`src/rtl/logic_unit_seq_pkg.sv`:
```
// ---------------------------------------------------------------------------
// logic_unit_pkg
// Purpose : shared definitions for the multi-cycle bitwise logic unit.
//           Holds the 2-bit operation codes and the controller state enum.
// Ports   : none (package).
// Config  : LOGIC_UNIT_PARITY_EN is consumed by the interface and the top,
//           not by this package.
// ---------------------------------------------------------------------------
package logic_unit_pkg;

  // Operation codes. The 2-bit op field is fully decoded.
  localparam logic [1:0] OP_AND  = 2'b00;
  localparam logic [1:0] OP_OR   = 2'b01;
  localparam logic [1:0] OP_XOR  = 2'b10;
  localparam logic [1:0] OP_XNOR = 2'b11;

  // Controller states.
  typedef enum logic [1:0] {
    IDLE = 2'b00,
    RUN  = 2'b01,
    DONE = 2'b10
  } state_t;

endpackage

```
`src/rtl/logic_unit_seq_if.sv`:
```
// ---------------------------------------------------------------------------
// logic_unit_seq_if
// Purpose : request/result bundle between the ALU sequencer (master) and the
//           logic unit (slave).
// Signals : start  - operation request
//           op     - operation code (logic_unit_pkg OP_*)
//           x, y   - WIDTH-bit operands, sampled with start
//           busy   - operation in progress
//           done   - one-cycle pulse, result and flags valid
//           o      - WIDTH-bit result register
//           zero   - result is all zeros
//           parity - XOR-reduction of the result (LOGIC_UNIT_PARITY_EN only)
// Config  : LOGIC_UNIT_PARITY_EN adds the parity signal.
// ---------------------------------------------------------------------------
interface logic_unit_seq_if #(
  parameter int WIDTH = 16
);

  logic             start;
  logic [1:0]       op;
  logic [WIDTH-1:0] x;
  logic [WIDTH-1:0] y;
  logic             busy;
  logic             done;
  logic [WIDTH-1:0] o;
  logic             zero;
`ifdef LOGIC_UNIT_PARITY_EN
  logic             parity;
`endif

  // Sequencer side: issues requests, observes status and results.
  modport master (
    output start, op, x, y,
`ifdef LOGIC_UNIT_PARITY_EN
    input  parity,
`endif
    input  busy, done, o, zero
  );

  // Logic unit side.
  modport slave (
    input  start, op, x, y,
`ifdef LOGIC_UNIT_PARITY_EN
    output parity,
`endif
    output busy, done, o, zero
  );

endinterface

```
`src/rtl/logic_unit_seq_slice.sv`:
```
// ---------------------------------------------------------------------------
// logic_slice
// Purpose : combinational SLICE-bit bitwise operator shared by every slice
//           of an operation.
// Ports   : i_a  - SLICE-bit operand A slice
//           i_b  - SLICE-bit operand B slice
//           i_op - operation code (logic_unit_pkg OP_*)
//           o_y  - SLICE-bit result slice
// Config  : none.
// ---------------------------------------------------------------------------
module logic_slice
  import logic_unit_pkg::*;
#(
  parameter int SLICE = 4
) (
  input  logic [SLICE-1:0] i_a,
  input  logic [SLICE-1:0] i_b,
  input  logic [1:0]       i_op,
  output logic [SLICE-1:0] o_y
);

  always_comb begin
    o_y = '0;
    case (i_op)
      OP_AND:  o_y = i_a & i_b;
      OP_OR:   o_y = i_a | i_b;
      OP_XOR:  o_y = i_a ^ i_b;
      OP_XNOR: o_y = ~(i_a ^ i_b);
      default: o_y = '0;
    endcase
  end

endmodule

```
`src/rtl/logic_unit_seq.sv`:
```
// ---------------------------------------------------------------------------
// logic_unit_seq
// Purpose : multi-cycle bitwise logic unit (AND/OR/XOR/XNOR) over WIDTH-bit
//           operands, SLICE bits per clock, N = WIDTH/SLICE cycles per
//           operation plus one DONE cycle.
// Ports   : clk - rising-edge clock
//           rst - synchronous active-high reset
//           bus - logic_unit_seq_if.slave (start/op/x/y in,
//                 busy/done/o/zero[/parity] out)
// Config  : LOGIC_UNIT_PARITY_EN enables the parity register and port.
// ---------------------------------------------------------------------------
module logic_unit_seq
  import logic_unit_pkg::*;
#(
  parameter int WIDTH = 16,
  parameter int SLICE = 4
) (
  input  logic            clk,
  input  logic            rst,
  logic_unit_seq_if.slave bus
);

  localparam int N  = WIDTH / SLICE;
  localparam int KW = (N > 1) ? $clog2(N) : 1;
  localparam logic [KW-1:0] K_LAST = KW'(N - 1);

  state_t           r_state;
  state_t           w_next;
  logic [WIDTH-1:0] r_x;
  logic [WIDTH-1:0] r_y;
  logic [1:0]       r_op;
  logic [KW-1:0]    r_k;
  logic [WIDTH-1:0] r_shadow;
  logic [WIDTH-1:0] r_o;
  logic             r_zero;
`ifdef LOGIC_UNIT_PARITY_EN
  logic             r_parity;
`endif

  logic [SLICE-1:0] w_a;
  logic [SLICE-1:0] w_b;
  logic [SLICE-1:0] w_slice;
  logic [WIDTH-1:0] w_shadowNext;

  // Slice mux: select slice k of the latched operands for the shared operator.
  always_comb begin
    w_a = r_x[r_k*SLICE +: SLICE];
    w_b = r_y[r_k*SLICE +: SLICE];
  end

  logic_slice #(.SLICE(SLICE)) u_slice (
    .i_a  (w_a),
    .i_b  (w_b),
    .i_op (r_op),
    .o_y  (w_slice)
  );

  // Shadow result with the current slice merged in. On the last RUN cycle
  // this is the complete result, which lets o and the flags be loaded on the
  // edge into DONE so they are already valid while done is high.
  always_comb begin
    w_shadowNext = r_shadow;
    w_shadowNext[r_k*SLICE +: SLICE] = w_slice;
  end

  // Next-state logic. start is only honoured in IDLE and DONE.
  always_comb begin
    w_next = r_state;
    case (r_state)
      IDLE: if (bus.start) w_next = RUN;
      RUN:  if (r_k == K_LAST) w_next = DONE;
      DONE: w_next = bus.start ? RUN : IDLE;
      default: w_next = IDLE;
    endcase
  end

  // State register plus datapath. Reset takes priority over start and
  // aborts any operation in flight, clearing the visible result.
  always_ff @(posedge clk) begin
    if (rst) begin
      r_state  <= IDLE;
      r_x      <= '0;
      r_y      <= '0;
      r_op     <= OP_AND;
      r_k      <= '0;
      r_shadow <= '0;
      r_o      <= '0;
      r_zero   <= 1'b0;
`ifdef LOGIC_UNIT_PARITY_EN
      r_parity <= 1'b0;
`endif
    end else begin
      r_state <= w_next;
      case (r_state)
        IDLE, DONE: begin
          if (bus.start) begin
            r_x      <= bus.x;
            r_y      <= bus.y;
            r_op     <= bus.op;
            r_k      <= '0;
            r_shadow <= '0;
          end
        end
        RUN: begin
          r_shadow <= w_shadowNext;
          r_k      <= r_k + 1'b1;
          if (r_k == K_LAST) begin
            r_o    <= w_shadowNext;
            r_zero <= (w_shadowNext == '0);
`ifdef LOGIC_UNIT_PARITY_EN
            r_parity <= ^w_shadowNext;
`endif
          end
        end
        default: ;
      endcase
    end
  end

  assign bus.busy = (r_state == RUN);
  assign bus.done = (r_state == DONE);
  assign bus.o    = r_o;
  assign bus.zero = r_zero;
`ifdef LOGIC_UNIT_PARITY_EN
  assign bus.parity = r_parity;
`endif

endmodule

```
`src/flat_wrapper.sv`:
```
// flat-port wrapper written by rule: the top's interface ports become plain ports
module logic_unit_seq_flat import logic_unit_pkg::*;
#(
  parameter int WIDTH = 16,
  parameter int SLICE = 4
)
  (clk, rst, bus_start, bus_op, bus_x, bus_y, bus_busy, bus_done, bus_o, bus_zero);
  logic_unit_seq_if #(.WIDTH(WIDTH)) bus_i ();
  input  logic clk;
  input  logic rst;
  input wire logic [$bits(bus_i.start)-1:0] bus_start;
  input wire logic [$bits(bus_i.op)-1:0] bus_op;
  input wire logic [$bits(bus_i.x)-1:0] bus_x;
  input wire logic [$bits(bus_i.y)-1:0] bus_y;
  output wire logic [$bits(bus_i.busy)-1:0] bus_busy;
  output wire logic [$bits(bus_i.done)-1:0] bus_done;
  output wire logic [$bits(bus_i.o)-1:0] bus_o;
  output wire logic [$bits(bus_i.zero)-1:0] bus_zero;
  assign bus_i.start = bus_start;
  assign bus_i.op = bus_op;
  assign bus_i.x = bus_x;
  assign bus_i.y = bus_y;
  assign bus_busy = bus_i.busy;
  assign bus_done = bus_i.done;
  assign bus_o = bus_i.o;
  assign bus_zero = bus_i.zero;
  logic_unit_seq #(.WIDTH(WIDTH), .SLICE(SLICE)) u_core (.clk(clk), .rst(rst), .bus(bus_i));
endmodule
```
`config.mk`:
```
export PLATFORM = sky130hd
export DESIGN_NAME = logic_unit_seq_flat
export DESIGN_NICKNAME = d
export VERILOG_FILES = /design/src/rtl/logic_unit_seq_pkg.sv /design/src/rtl/logic_unit_seq_if.sv /design/src/rtl/logic_unit_seq_slice.sv /design/src/rtl/logic_unit_seq.sv /design/src/flat_wrapper.sv
export SDC_FILE = /design/constraint.sdc
export NUM_CORES = 1
export LEC_CHECK = 0
export CAP_MARGIN = 20
export CORE_UTILIZATION = 48
export CTS_BUF_LIST = sky130_fd_sc_hd__clkbuf_8 sky130_fd_sc_hd__clkbuf_16
export DETAILED_ROUTE_END_ITERATION = 8
export PLACE_DENSITY = 0.76
export SLEW_MARGIN = 20
export SYNTH_ARGS = -nofsm -noshare
export SYNTH_HDL_FRONTEND = slang
export SYNTH_SLANG_ARGS = --single-unit
```
`constraint.sdc`:
```
create_clock -name clk -period 2.4 [get_ports clk]
set_input_delay 0.72 -clock clk [delete_from_list [all_inputs] [get_ports clk]]
set_output_delay 0.72 -clock clk [all_outputs]
set_load 0.05 [all_outputs]
```
## Word level (Yosys, flattened, before mapping)

Index checks and enable logic that the tools add are counted.

| cells by class | value |
|---|---|
| add/sub/neg operators | 2 |
| equality and inequality tests | 9 |
| shift operators | 4 |
| mux-type cells | 10 |
| bitwise logic cells | 4 |
| reductions and logical operators | 9 |

Operators by type and width:

| cell | number |
|---|---|
| negation 4 -> 34 bit | 1 |
| variable shift 4 x 34 -> 16 bit, first input constant | 1 |
| variable part select 4 x 34 -> 16 bit | 1 |
| one-hot mux 16 bit (2 select lines) | 1 |
| variable part select 16 x 5 -> 4 bit | 2 |
| bitwise mux 16 bit | 1 |
| logical NOT 16 bit | 1 |
| 2-to-1 mux 16 bit | 1 |
| one-hot mux 4 bit (4 select lines) | 1 |
| equality test 2 bit, second input constant | 4 |
| AND reduction 2 bit | 4 |
| 2-to-1 mux 2 bit | 3 |
| one-hot mux 2 bit (3 select lines) | 1 |
| bitwise AND 4 bit | 1 |
| equality test 2 x 1 -> 1 bit, second input constant | 2 |
| logical NOT 2 bit | 2 |
| != test 2 bit, second input constant | 2 |
| NOT 4 bit | 1 |
| bitwise OR 4 bit | 1 |
| one-hot mux 2 bit (2 select lines) | 1 |
| bitwise XOR 4 bit | 1 |
| adder 2 x 1 -> 2 bit, second input constant | 1 |
| != test 2 x 1 -> 1 bit, second input constant | 1 |
| nonzero test 2 bit | 1 |
| 2 further kinds | 2 |

| word-level totals | value |
|---|---|
| bits in registers | 71 |
| input port bits | 37 |
| output and inout port bits | 19 |
| word-level logic and storage cells | 46 |

## Longest topological paths before layout

| depth | value |
|---|---|
| depth in word-level cells | 7 |
| gate-level depth with buffers | 9 |

## Hierarchy

From an unflattened synthesis, not the netlist that was laid out.

| second synthesis, totals | value |
|---|---|
| cells, all modules | 400 |
| area, all modules | 3,392.0 um^2 |

Modules (own cells, without submodules):

| module | instances | cells an instance | area each (um^2) | sequential area each (um^2) |
|---|---|---|---|---|
| logic_unit_seq | 1 | 370 | 3,106.7 | 1,421.4 |
| logic_slice | 1 | 30 | 285.3 | 0.0 |

## Least setup slack after synthesis

No wires, ideal clock.

| timing path | value |
|---|---|
| path type | reg2reg |
| start | reg u_core.r_k[0] |
| end | reg u_core.r_o[10], in the netlist u_core.bus.o[10] |
| library setup time | 70 ps |
| data arrival time | 2,351 ps |
| data required time | 2,330 ps |
| path slack | -22 ps |
| cell stages (with the launch flop) | 10 |
| buffers on the path | 1 |
| cell sequence | dfxtp_1 > buf_2 > mux4_2 > inv_1 > ha_1 > xnor2_1 > and2_1 > o32ai_1 > nand2_1 > a21oi_1 |

| on the way | value |
|---|---|
| cells in the longest elaborated chain, start to end | 6 |

Ends and longest elaborated chain:

| element | RTL line | source |
|---|---|---|
| from (decl) | logic_unit_seq.sv:32 | `logic [KW-1:0] r_k;` |
| from (signal assigned) | logic_unit_seq.sv:106 | `r_k <= r_k + 1'b1;` |
| variable part select 16 x 5 -> 4 bit (on tied branches) | logic_unit_seq.sv:47, logic_unit_seq.sv:48 |  |
| bitwise XOR 4 bit | logic_unit_seq_slice.sv:27, logic_unit_seq_slice.sv:28 |  |
| NOT 4 bit | logic_unit_seq_slice.sv:28 | `OP_XNOR: o_y = ~(i_a ^ i_b);` |
| one-hot mux 4 bit (4 select lines) | logic_unit_seq_slice.sv:24 | `case (i_op)` |
| variable part select 4 x 34 -> 16 bit | logic_unit_seq.sv:63 | `w_shadowNext[r_k*SLICE +: SLICE] = w_slice;` |
| bitwise mux 16 bit | logic_unit_seq.sv:63 |  |
| to (signal assigned) | logic_unit_seq.sv:108 | `r_o <= w_shadowNext;` |
| to (decl) | logic_unit_seq.sv:34 | `logic [WIDTH-1:0] r_o;` |

Several ways; a longest one is shown, not always the timed one.
A chain may end at the register's enable or synchronous reset.

## Worst setup path after layout

| timing path | value |
|---|---|
| start | reg u_core.r_k[0] |
| end | reg u_core.r_o[0], in the netlist u_core.bus.o[0] |

Same word-level chain as after synthesis.

==> flow_summary.ini <==
[outcome]
status = finished, final reports clean

[pwr]
total_leakage_power_nw = 1.61
total_power_mw = 2.50
ir_worst_vdd_uv = 416
pwr_density_cell_nw_per_um2 = 582

[clocking]
root_buffer = clkbuf_8
htreeDepth = 3
cts_made_buffers = 9
clkLatencyLatePin_ns = 0.35
clock-sinks = 71
hold_buffers = 0
cts_tree = done
cts_buffer_depth = 2
path_clk_slew_ns = 0.07

[worst_hold_path]
holdCritPathClass = flip-flop to flip-flop
hold_depth = 2
hold_start = u_core.r_x[11]$_SDFFE_PP0P_
whs_endpoint = u_core.r_x[11]$_SDFFE_PP0P_

[setup_path]
cp.required_ns = 2.60
r2r_cells = 9
reg2reg_slack_ns = 0.10
crit_fanout = 6
worstSetupPathType = flip-flop to flip-flop
reg2reg_from = u_core.r_k[0]$_SDFFE_PP0P_
worstPathArrival_ns = 2.49
end_kind = flip-flop
start_kind = flip-flop
timing.rr.end = u_core.bus.o[0]$_SDFFE_PP0P_

[routing]
totalWireLength_um = 8250
drc = 0
wl_per_cell_um = 15.0
vias = 3009
ant_nets = 0
drtPass1Iterations = 4
viasPerCell = 5.47
drt_iter0_drc = 203

[finish]
fin_cells = 550
antenna_cells = 0
regArea_um2 = 1420
layout-drive-gt1-share_pct = 12.9
fin_nets = 522
nFillCells = 546
multi_input_area_um2 = 1830
syn2layout_area_growth_pct = 29.2
fin_area_um2 = 4290

[floorplanning]
die_y_um = 85.2
ioPinCount = 56
coreArea_um2 = 6490
initial_utilization_pct = 51.1
dieArea_um2 = 7250
fp.dieW_um = 85.2
rows = 29

[logic_synthesis]
yosys.area.top_type_share_pct = 42.8
synth.cell_area_um2 = 3320
avgSynthCellArea_um2 = 8.00
synthFlopType = dfxtp_1
synth_largest_area_cell = dfxtp_1
yosysSeqAreaShare_pct = 42.8
ys_types = 35
synth_edf_count = 0
ys_async_sr_fraction_pct = 0
synth_nets = 466
ys_warn_count = 0
synth_cells = 415
synth.top_cells.by_area = dfxtp_1 (43%), nand2_1 (11%), a21oi_1 (8.9%)
ys_seq_elements = 71

[sta]
whs_ns = 0.452
rsz0062_at_grt = true
period_share_pct = 95.6
max_clock_freq_mhz = 436
worstMarginPinSlew_ns = 0.725
slew_violations = 0
setup_violations = 0
clock_skew_ns = 0.00792
relSlewSlack_pct = 51.7
post-route-min-period_ns = 2.30
hold_viol = 0

[global_route]
grt_usage_pct = 25.2
grt-ovfl-total = 0
antenna_found_initial = 0
grt_pass1_vias = 3014
grt_pass1_wl_um = 14200
grt_max_degree = 72

[placement]
place_area_um2 = 4010
place_hpwl_um = 6030
port-buffer-count = 55
placedCellCount = 536
gp_congestion = 0.877

[run]
max_cap_violations = 0
[layout make-up]
class	instances	share of cell area, %
clock inverter	4	0.992
tap	77	2.25
timing repair buffer	72	16.5
clock buffer	9	2.89
sequential	71	33.2
inverter	17	1.49
multi-input combinational	300	42.7
[layout by cell type (no fill, tap or decap), types with 5 or more instances in the layout]
cell type,n
clkdlybuf4s50_1,52
a21oi_1,53
o21ai_0,12
a21oi_2,6
dfxtp_1,69
inv_1,18
a22oi_1,5
clkbuf_8,9
nor2b_1,14
nor2_1,31
nand2_1,92
ha_1,14
nor3_1,22
buf_4,15
mux4_2,8
[how the worst max path moves through the flow]
stage,from,endpoint,slack (ns),cells after the start
finish,u_core.r_k[0]$_SDFFE_PP0P_,u_core.bus.o[0]$_SDFFE_PP0P_,0.10,9
global route,u_core.r_k[0]$_SDFFE_PP0P_,u_core.bus.o[0]$_SDFFE_PP0P_,-0.03,9
CTS,u_core.r_k[0]$_SDFFE_PP0P_,u_core.r_shadow[7]$_SDFFE_PP0P_,-0.0006,9
detailed placement,u_core.r_k[0]$_SDFFE_PP0P_,u_core.bus.o[6]$_SDFFE_PP0P_,-0.05,9
global placement,u_core.r_k[0]$_SDFFE_PP0P_,u_core.bus.o[15]$_SDFFE_PP0P_,-0.02,9
floorplan,u_core.r_k[0]$_SDFFE_PP0P_,u_core.bus.o[10]$_SDFFE_PP0P_,0.06,9
[synthesized netlist by cell type (2+ instances only)]
cell type,number
nor2b_1,15
nand2_1,94
nand2b_1,2
nand3_1,3
o22ai_1,2
a211oi_1,2
a221oi_1,2
xor2_1,3
o21ai_0,12
a22oi_1,5
dfxtp_1,71
a32oi_1,3
nor3_1,22
a211o_1,3
buf_2,5
inv_1,16
nor4_1,4
mux4_2,8
or4_1,2
ha_1,14
o32ai_1,3
clkbuf_1,22
and2_1,2
nor2_1,31
a21oi_1,59
[power breakdown]
part | internal (mW) | total, mW | leakage, nW | switching, mW
Combinational | 0.175 | 0.389 | 0.936 | 0.213
Clock | 0.453 | 0.860 | 0.0934 | 0.407
Sequential | 1.22 | 1.25 | 0.579 | 0.0305
[kinds of logic (layout without fill, tap and decap cells)]
family,after synthesis,after routing,synth area share (%)
flip-flops,71,71,42.8
AND/OR/NAND/NOR,179,179,23.5
multiplexers,8,8,5.43
adder cells (fa/ha/maj),14,14,5.28
AO/OA/AOI/OAI,95,95,16.8
buffers and inverters,44,102,5.16
XOR/XNOR,4,4,1.06
[critical path, cell delays in order (launching register included)]
cell and delay (ns):
dfxtp_2 0.37, buf_4 0.17, mux4_2 0.53, inv_1 0.08, ha_1 0.23, xor2_1 0.15, nand2_1 0.16, nand2_1 0.16
a221oi_2 0.24, nor3_1 0.07
[state kept, by name, summed over array words and instances (netlist names)]
| name | cells |
|---|---|
| u_core.bus.o | 16 |
| u_core.r_shadow | 16 |
| u_core.r_x | 16 |
| u_core.r_y | 16 |
| u_core.r_k | 2 |
| u_core.r_op | 2 |
| u_core.r_state | 2 |
| u_core.bus.zero | 1 |
[stage by stage]
step / setup WS [ns] / setup TNS [ns] / util, %
detailed placement: -0.0457 / -0.135 / 61.7
CTS: -0.000573 / -0.000573 / 64.6
finish: 0.104 / 0 / 66.1
floorplan: 0.0593 / 0 / -
global route: -0.0261 / -0.0663 / 66.1
global placement: -0.0154 / -0.0154 / 61.7
[metal layers]
layer | vias to the layer above | GRT usage, % | wire length [um]
li1 | 1521 | - | -
met5 | - | 0 | 0
met3 | 10 | 7.20 | 347
met4 | 0 | 6.16 | 94
met1 | 1413 | 32.9 | 4000
met2 | 65 | 41.1 | 3810
[timing repair]
item / CTS / global route
setup endpoints to repair: 6 / 29
resized for setup: 3 / 19
buffers inserted: 0 / 1
pin swaps: 0 / 3
Power figures use the tool's default switching activity.
